### src/rtl/result_memory_writer.sv
// Buffers 4-filter result beats in a small FIFO and serialises them onto the
// single-port vector memory, one word per cycle, into the aligned result region.
module result_memory_writer #(
    parameter int         FIFO_DEPTH = 2,
    parameter logic [8:0] BASE_ADDR  = 9'h100
) (
    input  logic        clock,
    input  logic        clear,
    input  logic        en,
    input  logic        r_element_ready,
    input  logic [15:0] r0_element,
    input  logic [15:0] r1_element,
    input  logic [15:0] r2_element,
    input  logic [15:0] r3_element,
    output logic        in_ready,
    output logic [8:0]  vector_memory_address,
    output logic [15:0] vector_write_element,
    output logic        memory_enable,
    output logic        memory_write,
    output logic [3:0]  element_index,
    output logic        busy,
    output logic        last_element,
    output logic        overflow
);

    localparam int AW = $clog2(FIFO_DEPTH);

    typedef enum logic {IDLE = 1'b0, DRAIN = 1'b1} state_t;

    logic [63:0]   fifo_mem [FIFO_DEPTH];
    logic [AW-1:0] wr_ptr_reg, rd_ptr_reg;
    logic [AW:0]   count_reg;
    logic          full, empty, push, pop, issue;
    logic [63:0]   head_word;
    logic [15:0]   head_elem;

    state_t        state_reg, state_next;
    logic [1:0]    phase_reg;
    logic [3:0]    elem_reg;
    logic [8:0]    addr_reg;
    logic [15:0]   data_reg;
    logic          mem_en_reg, last_reg, overflow_reg;

    assign full     = (count_reg == (AW+1)'(FIFO_DEPTH));
    assign empty    = (count_reg == '0);
    assign in_ready = ~full;
    assign push     = r_element_ready && !full;

    // Storage carries no reset: clearing the pointers is enough to discard it.
    always_ff @(posedge clock) begin
        if (push)
            fifo_mem[wr_ptr_reg] <= {r3_element, r2_element, r1_element, r0_element};
    end

    assign head_word = fifo_mem[rd_ptr_reg];

    always_comb begin
        head_elem = head_word[15:0];
        case (phase_reg)
            2'd1:    head_elem = head_word[31:16];
            2'd2:    head_elem = head_word[47:32];
            2'd3:    head_elem = head_word[63:48];
            default: head_elem = head_word[15:0];
        endcase
    end

    always_ff @(posedge clock or posedge clear) begin
        if (clear) begin
            wr_ptr_reg <= '0;
            rd_ptr_reg <= '0;
            count_reg  <= '0;
        end else begin
            if (push)
                wr_ptr_reg <= wr_ptr_reg + 1'b1;
            if (pop)
                rd_ptr_reg <= rd_ptr_reg + 1'b1;
            case ({push, pop})
                2'b10:   count_reg <= count_reg + 1'b1;
                2'b01:   count_reg <= count_reg - 1'b1;
                default: count_reg <= count_reg;
            endcase
        end
    end

    // Drain FSM: state register
    always_ff @(posedge clock or posedge clear) begin
        if (clear)
            state_reg <= IDLE;
        else
            state_reg <= state_next;
    end

    // Drain FSM: next state
    always_comb begin
        state_next = state_reg;
        case (state_reg)
            IDLE:  if (issue) state_next = DRAIN;
            DRAIN: if (pop && count_reg == (AW+1)'(1) && !push) state_next = IDLE;
            default: state_next = IDLE;
        endcase
    end

    // Drain FSM: outputs. Phase 0 issues straight from IDLE to save a cycle.
    always_comb begin
        issue = en && !empty;
        pop   = issue && (phase_reg == 2'd3);
    end

    always_ff @(posedge clock or posedge clear) begin
        if (clear) begin
            phase_reg    <= 2'd0;
            elem_reg     <= 4'd0;
            addr_reg     <= 9'd0;
            data_reg     <= 16'd0;
            mem_en_reg   <= 1'b0;
            last_reg     <= 1'b0;
            overflow_reg <= 1'b0;
        end else begin
            mem_en_reg   <= issue;
            last_reg     <= pop && (elem_reg == 4'd15);
            overflow_reg <= overflow_reg | (r_element_ready && full);
            if (issue) begin
                phase_reg <= phase_reg + 2'd1;
                addr_reg  <= BASE_ADDR + {3'b000, phase_reg, elem_reg};
                data_reg  <= head_elem;
            end
            if (pop)
                elem_reg <= elem_reg + 4'd1;
        end
    end

    assign vector_memory_address = addr_reg;
    assign vector_write_element  = data_reg;
    assign memory_enable         = mem_en_reg;
    assign memory_write          = mem_en_reg;
    assign element_index         = elem_reg;
    assign last_element          = last_reg;
    assign overflow              = overflow_reg;
    assign busy                  = !empty || (state_reg == DRAIN);

endmodule

### config.mk
export PLATFORM = sky130hd
export DESIGN_NAME = result_memory_writer
export DESIGN_NICKNAME = d
export VERILOG_FILES = /design/src/rtl/result_memory_writer.sv
export SDC_FILE = /design/constraint.sdc
export NUM_CORES = 1
export LEC_CHECK = 0
export CAP_MARGIN = 5
export CORE_MARGIN = 5
export CORE_UTILIZATION = 45
export CTS_BUF_LIST = sky130_fd_sc_hd__clkbuf_2
export DETAILED_ROUTE_END_ITERATION = 10
export HOLD_SLACK_MARGIN = 0.06
export PLACE_DENSITY = 0.75
export SETUP_SLACK_MARGIN = 0.2
export SYNTH_ARGS = -nofsm -noshare
export SYNTH_HDL_FRONTEND = slang
export SYNTH_SLANG_ARGS = --single-unit
### constraint.sdc
create_clock -name clock -period 4.5 [get_ports clock]
set_clock_uncertainty 0.1 [all_clocks]
set_input_delay 0.9 -clock clock [delete_from_list [all_inputs] [get_ports clock]]
set_output_delay 0.9 -clock clock [all_outputs]
set_load 0.05 [all_outputs]
# After elaboration in Yosys (flattened, before gate mapping)
# Memory sizes are Yosys's and may differ from the RTL's.
# Index checks and enable logic that the tools add are counted.
# op_classes
add_sub_neg,7
n_mux,7
reduce_logical,13
bitwise,3
n_eq_ne,8
# op_table
op,count
16-bit case mux with 3 select lines,1
9-bit by 6-bit adder with 9-bit output (first input constant),1
2-bit equality test (second input constant),4
1-bit logical AND,7
2-bit by 1-bit equality test with 1-bit output (second input constant),3
2-bit by 1-bit adder with 2-bit output (second input constant),2
4-bit by 1-bit adder with 4-bit output (second input constant),1
4-bit equality test (second input constant),1
1-bit 2-to-1 mux,4
2-bit case mux with 2 select lines,1
1-bit logical NOT,3
1-bit adder (second input constant),2
2-bit logical NOT,1
1-bit NOT,2
1-bit case mux with 2 select lines,1
2-bit nonzero test,1
2-bit by 1-bit subtractor with 2-bit output (second input constant),1
1-bit logical OR,1
1-bit OR,1
# totals
mem_bits_rw,128
reg_bits,39
word_cells,50
out_inout_bits,35
in_bits,68
memories,1
# mem_list
name,words,width,rd,rd_ports_with_merged_regs,wr,line_no,rtl
fifo_mem,2,64,1,0,1,30,logic [63:0] fifo_mem [FIFO_DEPTH];

# Logic depth before layout (Yosys ltp)
# Gate-level depths: netlist (run 1).
# logic_depth
ltp_word,8
mapped_depth,7
ltp_nobuf,7

# Least setup slack after synthesis (run 1)
# OpenSTA, ideal clock, no wires.
# synth_path
path_type,flip-flop to flip-flop
start,register count_reg[0]
end,memory fifo_mem[0][0] (enable)
path_buffers,0
path_stages_with_launch,6
setup_ns,0.487
period_less_slack_ns,4.466
arrival_time_ns,3.880
t_required_ns,3.913
slack_ns,0.034
cell_sequence,dfrtp_1 -> inv_1 -> ha_1 -> inv_1 -> nand2_1 -> nor2_1
# synth_between
elab_chain_cells,5
# synth_rtl
item,line_no,rtl
from (decl),32,logic [AW:0] count_reg;
from (signal assigned),78,2'b10: count_reg <= count_reg + 1'b1;
from (signal assigned),79,2'b01: count_reg <= count_reg - 1'b1;
from (signal assigned),80,default: count_reg <= count_reg;
2-bit equality test,44,assign full = (count_reg == (AW+1)'(FIFO_DEPTH));
1-bit logical NOT,47,assign push = r_element_ready && !full;
1-bit logical AND,47,
1-bit 2-to-1 mux,51,if (push)
1-bit 2-to-1 mux (implied by the code),52,"fifo_mem[wr_ptr_reg] <= {r3_element, r2_element, r1_element, r0_element};"
to (decl),30,
# No other way between the ends.

# Final worst setup path (run 1)
# layout_path
start,register count_reg[0]
end,output in_ready
# layout_between
elab_chain_cells,2
# layout_rtl
item,line_no,rtl
2-bit equality test,44,
1-bit NOT,46,assign in_ready = ~full;
to (decl),15,"output logic in_ready,"
# No other way between the ends.

==> flow_summary.yaml, run 1 <==
critical_path:
  rr_worst_depth: 6
  crit_start: "count_reg[0]$_DFFE_PP0P_"
  path_depth: 4
  cpPeakStageDelay_ns: 0.82
  crit_chain: "inv_1 > ha_1 > inv_1 > clkdlybuf4s50_1"
  slowest_stage: "clkdlybuf4s50_1"
  r2r-end: "fifo_mem[0][58]$_DFFE_PP_"
  worstPathMaxFanout: 3
  arrival_ns: 2.33
  reg2reg_setup_slack_ns: 2.26
  cp-end-kind: "output pin"
  path_delay_family: "buffers and inverters"
  crit_type: "reg2out"
  start_kind: "flop"
  critPathCapture: "in_ready"
  worstPathRequired_ns: 3.50
  critPathBufInv: 3
  r2r-start: "count_reg[0]$_DFFE_PP0P_"
  cpMostUsedCell: "inv_1"
routing:
  wl_per_cell_um: 19.8
  drtAntennaViolNets: 0
  drcViolationCount: 0
  drtPass1Iterations: 5
  drtIter0Drc: 292
  totalWireLength_mm: 13.2
  vias: 3588
  avgViaCountPerCell: 5.38
power_and_ir_drop:
  powerDensity_nw_per_um2: 647
  finalPower_uw: 4950
  power_leakage_uw: 0.00269
  vdd_drop_max_mv: 0.232
clocking:
  cts_root_buffer: "clkbuf_2"
  cts-buffers-inserted: 17
  h-tree-depth: 4
  cts.clk_slew.worst_paths_ns: 0.18
  clk_path_buf_depth: 2
  cts_tree: "done"
  cts.sink_count: 165
  post_cts_resized: 0
  post_cts_buffers: 0
  insertion_delay_ns: 0.71
  cts_hold_buffers: 0
placed_design:
  hpwl_mm: 9.07
  gp_congestion: 0.776
  postPlaceCellArea_um2: 7480
  port_buffers: 100
  place_ws_ns: 1.57
synth:
  yosysWarnings: 0
  synth_ff_type: "edfxtp_1"
  synth-simple-area-share_pct: 2.31
  yosysSeqAreaShare_pct: 75.2
  synthMuxAreaShare_pct: 6.93
  synthArstFlopShare_pct: 22.4
  synth_top_family_by_area: "compound AO/OA/AOI/OAI gates"
  post_synth.cell_area_avg_um2: 17.1
  ys_types: 32
  synth-edff-count: 128
  synth-xor-area-share_pct: 1.10
  syn_area_um2: 6340
  synth-adder-area-share_pct: 1.78
  synth_compound_area_share_pct: 9.57
  synth-seq-cells: 165
  synthCells: 370
grt:
  grt-ovfl-total: 0
  antenna_found_initial: 1
  grt_pass1_wl_mm: 20.1
  grt_max_degree: 65
  grt_usage_pct: 16.3
  grt_pass1_vias: 3763
hold_path:
  hold_depth: 1
  hp-class: "reg2reg"
cells_and_area:
  drive_gt1_share_pct: 13.2
  area_growth_pct: 20.6
  top_register: "fifo_mem"
  final_nets: 550
  mostFrequentLayoutCells: "128 x edfxtp_1, 100 x clkdlybuf4s50_1, 36 x dfrtp_1"
  seqCellArea_um2: 4770
  fillCellCount: 1110
  multi_input_area_um2: 1390
  design_area_um2: 7650
  largest_reg_flops: 128
  layout_commonest_cell: "edfxtp_1"
floorplanning:
  coreArea_um2: 13800
  dieArea_um2: 16600
  initial_utilization_pct: 45.9
  die_h_um: 129
  die_w_um: 129
  rows: 43
  ios: 103
status:
  status: "complete, no violations"
sta:
  maxSlewViolCount: 0
  finalCritPeriodShare_pct: 73.9
  setup_viol: 0
  max_freq_mhz: 301
  fin_crit_ns: 3.33
  fin_ws_ns: 1.17
  rsz0062_at_grt: "false"
  hold_viol: 0
  tns_ns: 0
  worstMarginPinSlew_ns: 0.887
  timing.hold.ws_ns: 0.380
  max_slew_margin_pct: 40.9
job:
  max-cap-violations: 0
[synthesized netlist by cell type (all sizes together) (2+ instances only)]
library cell / n / area share (%)
nand2: 21 / 1.2
a31oi: 16 / 1.6
buf: 24 / 2.5
clkbuf: 2 / 0.14
dfrtp: 37 / 15
o21ai: 2 / 0.16
ha: 9 / 1.8
nor2: 3 / 0.18
a22oi: 16 / 1.9
inv: 6 / 0.36
o22ai: 16 / 1.6
a21o: 17 / 2.0
xnor2: 6 / 0.83
a221oi: 16 / 2.2
edfxtp: 128 / 61
nor2b: 2 / 0.24
mux2: 39 / 6.9
xor2: 2 / 0.28
[cell type report]
type                       count  share of cell area, %
inverter                       6                  0.294
timing repair buffer         109                   14.0
clock inverter                11                  0.834
antenna                        1                 0.0327
tap                          180                   2.94
sequential                   165                   62.4
clock buffer                  21                   1.37
multi-input combinational    174                   18.2
[worst reg2reg max path: cells and delay by family (launching register included)]
kind,cells,cell delay [ns]
and+or+nand+nor,2,0.27
adders and majority gates,1,0.21
DFF,1,0.42
buffers and inverters,3,0.86
[power breakdown]
part,switching (uW),total (uW),internal [uW],leakage (uW)
clock network,473,617,144,0.000106
registers,227,2330,2110,0.00162
logic,1250,2000,754,0.000969
total,1950,4950,3000,0.00269
[metrics by stage]
step / utilization (%) / std cells
after global routing: 55.3 / 667
after floorplan: - / 371
final: 55.3 / 667
after CTS: 55.3 / 666
after global placement: 54.1 / 634
after detailed placement: 54.1 / 634
[how the worst min path moves through the flow]
stage / slack (ns) / start / end
after detailed placement: 0.35 / overflow$_DFF_PP0_ / overflow$_DFF_PP0_
after global routing: 0.40 / overflow$_DFF_PP0_ / overflow$_DFF_PP0_
final: 0.38 / overflow$_DFF_PP0_ / overflow$_DFF_PP0_
after global placement: 0.34 / overflow$_DFF_PP0_ / overflow$_DFF_PP0_
after CTS: 0.39 / overflow$_DFF_PP0_ / overflow$_DFF_PP0_
after floorplan: 0.36 / state_reg$_DFF_PP0_ / state_reg$_DFF_PP0_
[cells by family (layout without fill, tap and decap cells)]
logic type                 count (synthesis)  count (layout)
adders and majority gates                  9               9
AOI/OAI and AO/OA                         84              84
muxes                                     39              39
DFF                                      165             165
and+or+nand+nor                           32              32
xor gates and xnor gates                   8               8
other                                      1               3
buffers and inverters                     32             147
[per-layer routing]
layer	vias up	wire, um	track usage (%)
li1	1648	-	-
met1	1801	5270	20.3
met2	121	6770	27.1
met3	18	892	4.61
met4	0	256	6.05
met5	-	0	0
No activity file was read; power rests on OpenSTA's default activity.
==> run 2: changes to the inputs <==
clock period = 3.45 ns   (was 4.5 ns; I/O delays follow)
==> flow_summary.yaml, run 2 (synthesis results as in run 1) <==
status:
  status: "complete, no violations"
critical_path:
  worstPathRequired_ns: 2.66
  slowest_stage: "clkdlybuf4s50_1"
  crit_chain: "clkdlybuf4s50_1"
  critPathBufInv: 1
  worstPathMaxFanout: 5
  crit_type: "reg2out"
  cpPeakStageDelay_ns: 0.84
  start_kind: "flop"
  path_delay_family: "buffers and inverters"
  arrival_ns: 2.02
  cp-end-kind: "output pin"
clocking:
  cts-buffers-inserted: 17
  insertion_delay_ns: 0.73
  h-tree-depth: 4
  clk_path_buf_depth: 2
  cts.clk_slew.worst_paths_ns: 0.25
  post_cts_buffers: 0
  cts_root_buffer: "clkbuf_2"
  cts.sink_count: 165
  cts_hold_buffers: 0
  cts_tree: "done"
sta:
  max_slew_margin_pct: 48.7
  maxSlewViolCount: 0
  setup_viol: 0
  max_freq_mhz: 356
  hold_viol: 0
  fin_crit_ns: 2.81
  rsz0062_at_grt: "false"
  timing.hold.ws_ns: 0.252
  finalCritPeriodShare_pct: 81.4
  tns_ns: 0
  worstMarginPinSlew_ns: 0.767
floorplanning:
  die_h_um: 129
  dieArea_um2: 16600
  coreArea_um2: 13800
  rows: 43
  ios: 103
  initial_utilization_pct: 45.9
  die_w_um: 129
grt:
  antenna_found_initial: 1
  grt_pass1_vias: 3713
  grt_max_degree: 65
  grt-ovfl-total: 0
  grt_pass1_wl_mm: 20.0
  grt_usage_pct: 16.2
cells_and_area:
  fillCellCount: 1122
  area_growth_pct: 23.0
  drive_gt1_share_pct: 14.2
  top_register: "fifo_mem"
  design_area_um2: 7800
  mostFrequentLayoutCells: "128 x edfxtp_1, 98 x clkdlybuf4s50_1, 36 x dfrtp_1"
  final_nets: 551
  seqCellArea_um2: 4770
  layout_commonest_cell: "edfxtp_1"
  multi_input_area_um2: 1390
  largest_reg_flops: 128
routing:
  totalWireLength_mm: 13.0
  drtAntennaViolNets: 0
  drtIter0Drc: 327
  drtPass1Iterations: 4
  avgViaCountPerCell: 5.36
  vias: 3589
  drcViolationCount: 0
  wl_per_cell_um: 19.4
placed_design:
  hpwl_mm: 8.69
  postPlaceCellArea_um2: 7510
  port_buffers: 100
  gp_congestion: 0.751
hold_path:
  hp-class: "in2async"
job:
  max-cap-violations: 0
power_and_ir_drop:
  vdd_drop_max_mv: 0.522
  powerDensity_nw_per_um2: 873
  power_leakage_uw: 0.00277
-- run 2: repair_timing --
item | 4_1_cts | 5_1_grt
endpoints found under the hold margin | 0 | 0
resized for setup | 0 | 2
endpoints found under the setup margin | 0 | 2
-- run 2: layout make-up --
cell class              count  share of cell area, %
multi-input cells         174                   17.8
flip-flops and latches    165                   61.2
inverters                   6                  0.289
clock buffers              18                   1.15
clock inverters            14                   2.42
diodes                      2                 0.0642
repair buffers            110                   14.2
well taps                 180                   2.89
-- run 2: path summary, 6_finish.rpt --
check | startpoint | end | slack, ns | depth (start not counted)
worst min register to register | vector_memory_address[8]$_DFFE_PP0P_ | vector_memory_address[8]$_DFFE_PP0P_ | 0.40 | 1
worst max register to register | count_reg[0]$_DFFE_PP0P_ | vector_write_element[14]$_DFFE_PP0P_ | 1.46 | 5
min in group clock | vector_memory_address[8]$_DFFE_PP0P_ | vector_memory_address[8]$_DFFE_PP0P_ | 0.40 | 1
worst min-delay path | clear | vector_write_element[1]$_DFFE_PP0P_ | 0.25 | 3
max in group asynchronous | clear | rd_ptr_reg$_DFFE_PP0P_ | 2.63 | 3
worst max-delay path | element_index[2]$_DFFE_PP0P_ | element_index[2] | 0.64 | 1
-- run 2: through the flow --
stage | setup WS, ns | instances | util (%) | power, uW
4_1_cts | 0.233 | 667 | 56.3 | 6880
3_5_place_dp | 1.08 | 635 | 54.3 | 5760
5_1_grt | 0.487 | 668 | 56.4 | 7170
6_report | 0.640 | 669 | 56.4 | 6810
2_1_floorplan | 0.315 | 371 | - | 4890
3_3_place_gp | 1.09 | 635 | 54.3 | 5680
-- run 2: routing by layer --
metal	wire, um	part of all wire (%)	global-route usage (%)
met1	5240	40	20.7
met2	6810	53	27.3
met3	766	5.9	4.32
met4	147	1.1	5.00
met5	0	0	0
-- run 2: power breakdown --
group / internal [uW] / switching (uW) / leakage [uW] / total (uW)
sequential: 2740 / 292 / 0.00162 / 3040
combinational: 1010 / 1630 / 0.000983 / 2640
clock: 435 / 699 / 0.000166 / 1130
